**src/rtl/memory_access_unit_pkg.sv**
```systemverilog
// Shared types and widths for the memory access unit.
package memory_access_unit_pkg;

  localparam int unsigned AddrWidth = 16;
  localparam int unsigned DataWidth = 16;
  localparam int unsigned BusWidth  = 8;

  typedef enum logic [1:0] {
    IDLE,
    BEAT0,
    BEAT1,
    DONE
  } state_e;

  typedef enum logic [1:0] {
    LOAD_BYTE,
    LOAD_HALFWORD,
    STORE_BYTE,
    STORE_HALFWORD
  } access_kind_e;

  // Priority: load_halfword > load_byte > store_halfword > store_byte.
  // store_byte is the fall-through, so its flag is not needed here.
  function automatic access_kind_e decode_kind(input logic i_lh, input logic i_lb,
                                               input logic i_sh);
    if (i_lh) return LOAD_HALFWORD;
    if (i_lb) return LOAD_BYTE;
    if (i_sh) return STORE_HALFWORD;
    return STORE_BYTE;
  endfunction

  function automatic logic is_halfword(input access_kind_e i_kind);
    return (i_kind == LOAD_HALFWORD) || (i_kind == STORE_HALFWORD);
  endfunction

  function automatic logic is_load(input access_kind_e i_kind);
    return (i_kind == LOAD_BYTE) || (i_kind == LOAD_HALFWORD);
  endfunction

endpackage

```
**src/rtl/bus_beat_sequencer.sv**
```systemverilog
// Drives one byte-bus beat while active and captures the byte returned by reads.
module bus_beat_sequencer
  import memory_access_unit_pkg::*;
(
  input  logic                 clock,
  input  logic                 reset,
  input  logic                 i_beat_active,
  input  logic                 i_beat_write,
  input  logic [AddrWidth-1:0] i_beat_address,
  input  logic [BusWidth-1:0]  i_beat_wdata,
  input  logic                 i_bus_ready,
  input  logic [BusWidth-1:0]  i_bus_read_data,
  output logic                 o_bus_request,
  output logic                 o_bus_write,
  output logic [AddrWidth-1:0] o_bus_address,
  output logic [BusWidth-1:0]  o_bus_write_data,
  output logic                 o_beat_done,
  output logic [BusWidth-1:0]  o_read_byte
);

  logic [BusWidth-1:0] r_read_byte;

  // Request is held for the whole beat; the beat ends on the edge that samples ready.
  always_comb begin
    o_bus_request    = i_beat_active;
    o_bus_write      = i_beat_active & i_beat_write;
    o_bus_address    = i_beat_address;
    o_bus_write_data = i_beat_wdata;
    o_beat_done      = i_beat_active & i_bus_ready;
    o_read_byte      = r_read_byte;
  end

  // Capture the read byte on the completing edge of a read beat.
  always_ff @(posedge clock or negedge reset) begin
    if (!reset) begin
      r_read_byte <= '0;
    end else if (o_beat_done && !i_beat_write) begin
      r_read_byte <= i_bus_read_data;
    end
  end

endmodule

```
**src/rtl/memory_access_unit.sv**
```systemverilog
// Turns byte/halfword load/store requests into little-endian byte-bus beats.
module memory_access_unit
  import memory_access_unit_pkg::*;
(
  input  logic                 clock,
  input  logic                 reset,
  input  logic                 memory_access_load_byte,
  input  logic                 memory_access_load_halfword,
  input  logic                 memory_access_store_byte,
  input  logic                 memory_access_store_halfword,
  input  logic [AddrWidth-1:0] target_address,
  input  logic [DataWidth-1:0] target_data,
  output logic [DataWidth-1:0] memory_data,
  output logic                 reset_memory_access,
  output logic                 busy,
  output logic                 request_error,
  output logic                 bus_request,
  output logic                 bus_write,
  output logic [AddrWidth-1:0] bus_address,
  output logic [BusWidth-1:0]  bus_write_data,
  input  logic                 bus_ready,
  input  logic [BusWidth-1:0]  bus_read_data
);

  state_e               r_state;
  state_e               w_state_next;
  access_kind_e         r_kind;
  logic [AddrWidth-1:0] r_addr;
  logic [DataWidth-1:0] r_data;
  logic [BusWidth-1:0]  r_low_byte;
  logic [DataWidth-1:0] r_mem_data;
  logic                 r_error;

  logic                 w_any_req;
  logic                 w_multi_req;
  logic                 w_beat_active;
  logic                 w_beat_done;
  logic [AddrWidth-1:0] w_beat_address;
  logic [BusWidth-1:0]  w_beat_wdata;
  logic [BusWidth-1:0]  w_read_byte;

  // Request decode and per-beat address/data selection (BEAT1 wraps at 0xFFFF).
  always_comb begin
    w_any_req      = memory_access_load_byte | memory_access_load_halfword |
                     memory_access_store_byte | memory_access_store_halfword;
    w_multi_req    = $countones({memory_access_load_byte, memory_access_load_halfword,
                                 memory_access_store_byte, memory_access_store_halfword}) > 1;
    w_beat_active  = (r_state == BEAT0) || (r_state == BEAT1);
    w_beat_address = (r_state == BEAT1) ? r_addr + 16'd1 : r_addr;
    w_beat_wdata   = (r_state == BEAT1) ? r_data[15:8] : r_data[7:0];
  end

  bus_beat_sequencer u_bus_beat_sequencer (
    .clock            (clock),
    .reset            (reset),
    .i_beat_active    (w_beat_active),
    .i_beat_write     (!is_load(r_kind)),
    .i_beat_address   (w_beat_address),
    .i_beat_wdata     (w_beat_wdata),
    .i_bus_ready      (bus_ready),
    .i_bus_read_data  (bus_read_data),
    .o_bus_request    (bus_request),
    .o_bus_write      (bus_write),
    .o_bus_address    (bus_address),
    .o_bus_write_data (bus_write_data),
    .o_beat_done      (w_beat_done),
    .o_read_byte      (w_read_byte)
  );

  // Next-state logic and state-decoded outputs.
  always_comb begin
    w_state_next        = r_state;
    reset_memory_access = 1'b0;
    busy                = (r_state != IDLE);
    memory_data         = r_mem_data;
    request_error       = r_error;
    unique case (r_state)
      IDLE:  if (w_any_req) w_state_next = BEAT0;
      BEAT0: if (w_beat_done) w_state_next = is_halfword(r_kind) ? BEAT1 : DONE;
      BEAT1: if (w_beat_done) w_state_next = DONE;
      DONE: begin
        reset_memory_access = 1'b1;
        w_state_next        = IDLE;
      end
      default: w_state_next = IDLE;
    endcase
  end

  // State register, request latch, low-byte buffer and load result.
  always_ff @(posedge clock or negedge reset) begin
    if (!reset) begin
      r_state    <= IDLE;
      r_kind     <= LOAD_BYTE;
      r_addr     <= '0;
      r_data     <= '0;
      r_low_byte <= '0;
      r_mem_data <= '0;
      r_error    <= 1'b0;
    end else begin
      r_state <= w_state_next;
      if (r_state == IDLE && w_any_req) begin
        r_kind <= decode_kind(memory_access_load_halfword, memory_access_load_byte,
                              memory_access_store_halfword);
        r_addr <= target_address;
        r_data <= target_data;
        if (w_multi_req) r_error <= 1'b1;
      end
      // The capture register still holds the BEAT0 byte on the edge ending BEAT1.
      if (r_state == BEAT1 && w_beat_done) r_low_byte <= w_read_byte;
      if (r_state == DONE) begin
        if (r_kind == LOAD_BYTE)     r_mem_data <= {8'h00, w_read_byte};
        if (r_kind == LOAD_HALFWORD) r_mem_data <= {w_read_byte, r_low_byte};
      end
    end
  end

endmodule

```
**config.mk**
```make
export PLATFORM = sky130hd
export DESIGN_NAME = memory_access_unit
export DESIGN_NICKNAME = d
export VERILOG_FILES = /design/src/rtl/memory_access_unit_pkg.sv /design/src/rtl/bus_beat_sequencer.sv /design/src/rtl/memory_access_unit.sv
export SDC_FILE = /design/constraint.sdc
export NUM_CORES = 1
export LEC_CHECK = 0
export ABC_AREA = 0
export CAP_MARGIN = 0
export CORE_MARGIN = 2
export CORE_UTILIZATION = 57
export DETAILED_ROUTE_END_ITERATION = 8
export DONT_BUFFER_PORTS = 1
export PLACE_DENSITY = 0.7
export SETUP_SLACK_MARGIN = 0.5
export SLEW_MARGIN = 20
export SYNTH_ARGS = -nofsm -noshare
export SYNTH_HDL_FRONTEND = slang
export SYNTH_SLANG_ARGS = --single-unit
```
**constraint.sdc**
```tcl
create_clock -name clock -period 2.3 [get_ports clock]
set_input_delay 0.69 -clock clock [delete_from_list [all_inputs] [get_ports clock]]
set_output_delay 0.69 -clock clock [all_outputs]
set_load 0.03 [all_outputs]
```
# After elaboration in Yosys (flattened, before gate mapping)
# Cells that the tools add are included.
dict set report totals {
  register_bits 69
  latch_bits 0
  mem_bits_rw 0
  mem_bits_ro 0
  inputBits 47
  output_inout_bits 45
  elab_cells 65
  n_memories 0
}
dict set report classes {
  n_addsub 4
  multipliers 0
  div 0
  n_lt_le_gt_ge 1
  eq_ne 8
  shift 0
  mux 25
  bitwise_logic 5
  reduce_logical 14
}
# op count
set ops {}
lappend ops {{$mux W16} 3}
lappend ops {{$mux W2} 9}
lappend ops {{$add A16 B1 Y16 const B} 1}
lappend ops {{$mux W1} 11}
lappend ops {{$mux W8} 1}
lappend ops {{$pmux W2 S4} 1}
lappend ops {{$eq A2 B2 Y1 const B} 3}
lappend ops {{$add A1 B1 Y2} 2}
lappend ops {{$eq A2 B1 Y1 const B} 2}
lappend ops {{$logic_not A2 Y1} 2}
lappend ops {{$ne A2 B1 Y1 const B} 2}
lappend ops {{$reduce_and A2 Y1} 2}
lappend ops {{$reduce_bool A2 Y1} 2}
lappend ops {{$add A2 B2 Y3} 1}
lappend ops {{$gt A3 B1 Y1 const B} 1}
lappend ops {{$logic_and A1 B1 Y1} 3}
lappend ops {{$logic_or A1 B1 Y1} 3}
lappend ops {{$or A1 B1 Y1} 3}
lappend ops {{$reduce_and A3 Y1} 1}
lappend ops {{$and A1 B1 Y1} 2}
lappend ops {{$ne A2 B2 Y1 const B} 1}
lappend ops {{$logic_not A1 Y1} 1}

# Depth between registers and ports, before layout
dict set report depth {
  word_depth 13
  depth_mapped 8
  depth_no_buf 6
}

# Modules after synthesis
# A second synthesis with hierarchy kept.
dict set report unflattened {
  cells_unflattened 284
  area_unflattened_um2 3527.1
}
# mod n_inst cells_each area_each_um2 seq_area_each_um2
set by_module_without_submodules {}
lappend by_module_without_submodules {memory_access_unit 1 240 3014.1 1526.5}
lappend by_module_without_submodules {bus_beat_sequencer 1 44 513.0 200.2}

# Worst setup path before layout
# No wires, ideal clock.
dict set report synth_timing {
  kind {register -> output}
  from {register r_state[0]}
  to {output bus_address[15]}
  arrival_ns 1.810
  t_required_ns 1.610
  slack_ns -0.200
  path_stages_with_launch 8
  path_buffers 1
  cell_sequence {dfrtp_1 -> inv_1 -> ha_1 -> buf_4 -> nand4_1 -> nor3_2 -> nand4_1 -> xnor2_1}
}
dict set report synth_via {
  elab_chain_len 2
}
# item line
set synth_lines {}
lappend synth_lines {{start: declaration} memory_access_unit.sv:25} ;# state_e r_state;
lappend synth_lines {{start signal: assignment} memory_access_unit.sv:100} ;# r_state <= w_state_next;
lappend synth_lines {{$eq A2 B2 Y1} memory_access_unit.sv:49} ;# w_beat_address = (r_state == BEAT1) ? r_addr + 16'd1 : r_addr;
lappend synth_lines {{$mux W16} memory_access_unit.sv:49}
lappend synth_lines {{end: declaration} memory_access_unit.sv:19} ;# output logic [AddrWidth-1:0] bus_address,
# Every way passes these cells.

# Final worst setup path
# Ends and elaborated chain as after synthesis.

==> flow_metrics.tcl <==
set metrics [dict create \
    vias 2076 \
    synth_top_family_by_area "multiplexers" \
    maxCapViolations 0 \
    final_antenna_net_count 0 \
    layout_common_cells "68 x dfrtp_1, 53 x mux2_4, 35 x buf_4" \
    hold_viol_final 0 \
    die-area_sq_um 6490 \
    muxShareOfSynthArea 0.253 \
    setup_violations 23 \
    grt_pass1_wl_microns 10500 \
    grt_max_degree 70 \
    antenna-diode-count 0 \
    synth_fa_ha_area_frac 0.0285 \
    peakVddDrop_mv 1.12 \
    fp.dieH_microns 80.6 \
    synth_nets 310 \
    track_usage 0.220 \
    gp_congestion 0.742 \
    totalWireLength_microns 6970 \
    grt_pass1_vias 2113 \
    holdBufCountCts 0 \
    ys_ff_latch 69 \
    fin_cells 385 \
    drtIter0Drc 91 \
    synth_simple_gate_area_frac 0.0827 \
    setup_ws_ns -0.219 \
    dp_hpwl_microns 4320 \
    regArea_sq_um 1730 \
    period_minus_slack_ns 2.52 \
    worstHoldPathType "in -> async" \
    drive_gt1_frac 0.546 \
    numCtsBuffers 9 \
    core_sq_um 5570 \
    crit_path_end_kind "output port" \
    cp-start-kind "register" \
    fillers 330 \
    synth-seq-area-share 0.517 \
    powerDensity_nw_per_um2 1730 \
    synth_area_leaders "dfrtp_1 52%, mux2_4 12%, mux2_2 11%, nand2_1 3.5%, xnor2_1 2.6%" \
    slew_headroom 0.513 \
    cp_max_fo 4 \
    path_clk_slew_ns 0.07 \
    overflow 0 \
    clock_sinks 69 \
    initial_core_util 0.600 \
    tritoncts "done" \
    wl_per_cell_microns 18.1 \
    dp_cells 340 \
    htreeDepth 3 \
    yosysWarnings 0 \
    fin_area_sq_um 4400 \
    remaining_drc_errors 0 \
    vias_per_cell 5.39 \
    antenna_found_initial 0 \
    drv_slew 0 \
    numPortBuffers 0 \
    first_pass_iters 4 \
    yosysUniqueCellTypes 36 \
    post-synth-top-area-cell "dfrtp_1" \
    clockBufferDepth 2 \
    syn_area_per_cell_sq_um 13.1 \
    synth_cells 256 \
    worst_clock_skew_ns 0.00448 \
    num_io_pins 92 \
    num-nets-final 362 \
    synth_area_sq_um 3340 \
    rsz0062_at_grt "yes" \
    dpl-instance-area_sq_um 3710 \
    multi_input_area_sq_um 1870 \
    critPathArrivalTime_ns 1.83 \
    clockRootBuffer "clkbuf_8" \
    fp.dieW_microns 80.6 \
    worstSetupPathType "reg -> out" \
    synth_top_area_share 0.517 \
    clkLatencyLatePin_ns 0.34 \
    worst_pin_slew_ns 0.731 \
    layout_commonest_cell "dfrtp_1" \
    power.total_mw 7.64 \
    required_ns 1.61 \
    synth_xor_area_frac 0.0393 \
    violations "negative setup slack" \
    leakagePower_nw 2.13 \
    status "finished with violations" \
    syn2layout_area_growth_pct 31.8 \
    min_period_over_period 1.10 \
    synth_compound_area_frac 0.0401 \
    fp-row-count 27 \
    finish.utilization 0.790 \
    fmax_ghz 0.397 \
]
registers in the layout (all words and copies together) (netlist names):
signal / cells
u_bus_beat_sequencer.o_read_byte: 8
r_data: 16
r_low_byte: 8
request_error: 1
r_addr: 16
memory_data: 16
r_state: 2
r_kind: 2
synthesized netlist by cell type:
library cell and instances:
buf_12 3, a31oi_1 1, mux2_4 27, ha_1 6
and2_1 1, fa_1 1, nand3_2 1, nand4_1 4
and3_1 1, a21oi_2 1, o21bai_1 1, nand2b_1 3
nor3_2 2, nand3_1 5, nor2b_1 1, nor3_1 1
nor4_2 1, mux2_2 32, buf_4 1, dfrtp_1 69
buf_2 4, xnor2_1 10, xor2_1 5, nor2_1 3
a21boi_0 1, clkbuf_1 2, nand2_1 31, or2_1 1
o22a_1 1, a21oi_1 2, inv_1 6, buf_1 1
mux2i_1 8, o21ai_0 17, buf_6 1, nor3b_1 1
critical path: stages, from the launching register on:
cell and delay [ns]:
dfrtp_1 0.39, inv_2 0.08, ha_4 0.16, nand4_1 0.10, buf_6 0.16, nor3_4 0.13
nand4_1 0.16, xnor2_2 0.17, buf_6 0.15
path summary, 6_finish.rpt:
check | from | endpoint | slack, ns | cells past startpoint
hold / removal | reset | r_data[10]$_DFFE_PN0P_ | 0.04 | 0
max in group asynchronous | reset | r_addr[11]$_DFFE_PN0P_ | 2.14 | 0
setup reg to reg | r_state[1]$_DFFE_PN0P_ | r_state[1]$_DFFE_PN0P_ | 0.18 | 10
hold reg to reg | r_data[2]$_DFFE_PN0P_ | r_data[2]$_DFFE_PN0P_ | 0.51 | 1
setup / recovery | r_state[0]$_DFFE_PN0P_ | bus_address[15] | -0.22 | 8
min in group clock | target_data[11] | r_data[11]$_DFFE_PN0P_ | 0.49 | 1
power breakdown:
group | leakage, nW | internal (mW) | total (mW) | switching [mW]
logic | 1.21 | 2.30 | 4.21 | 1.91
registers | 0.830 | 1.80 | 2.58 | 0.774
clock network | 0.0901 | 0.418 | 0.849 | 0.432
per-stage QoR:
| stage | worst slack [ns] | hold slack (ns) | TNS (ns) |
|---|---|---|---|
| 6_report | -0.219 | 0.0369 | -3.68 |
| 5_1_grt | -0.313 | 0.0195 | -5.54 |
| 4_1_cts | -0.227 | 0.0240 | -2.52 |
| 3_5_place_dp | -0.0648 | 0.395 | -0.129 |
| 3_3_place_gp | -0.00531 | 0.396 | -0.00531 |
| 2_1_floorplan | -0.0503 | 0.394 | -0.135 |
layout make-up:
type                       count  area share
inverter                       6      0.0111
multi-input combinational    169       0.425
clock inverter                 4     0.00540
sequential                    69       0.392
timing repair buffer          53       0.113
tap                           72      0.0205
clock buffer                  12      0.0330
routing by layer:
layer | track usage | up-vias | wire length, microns
li1 | - | 981 | -
met1 | 0.275 | 1019 | 2930
met2 | 0.351 | 67 | 3470
met3 | 0.0775 | 9 | 485
met4 | 0.0814 | 0 | 89
met5 | 0 | - | 0
cell families (layout without fill, tap and decap cells):
group	Yosys count	count (layout)
and+or+nand+nor	56	56
xor gates and xnor gates	15	15
buffers and inverters	18	75
adders and majority gates	7	7
DFF	69	69
muxes	67	67
AOI/OAI and AO/OA	24	24
what timing repair did:
action	in CTS	in global routing
setup endpoints to repair	45	44
endpoints found under the hold margin	0	0
resized for setup	39	34
pin swaps	9	10
setup buffers	17	12
Power figures use the tool's default switching activity.
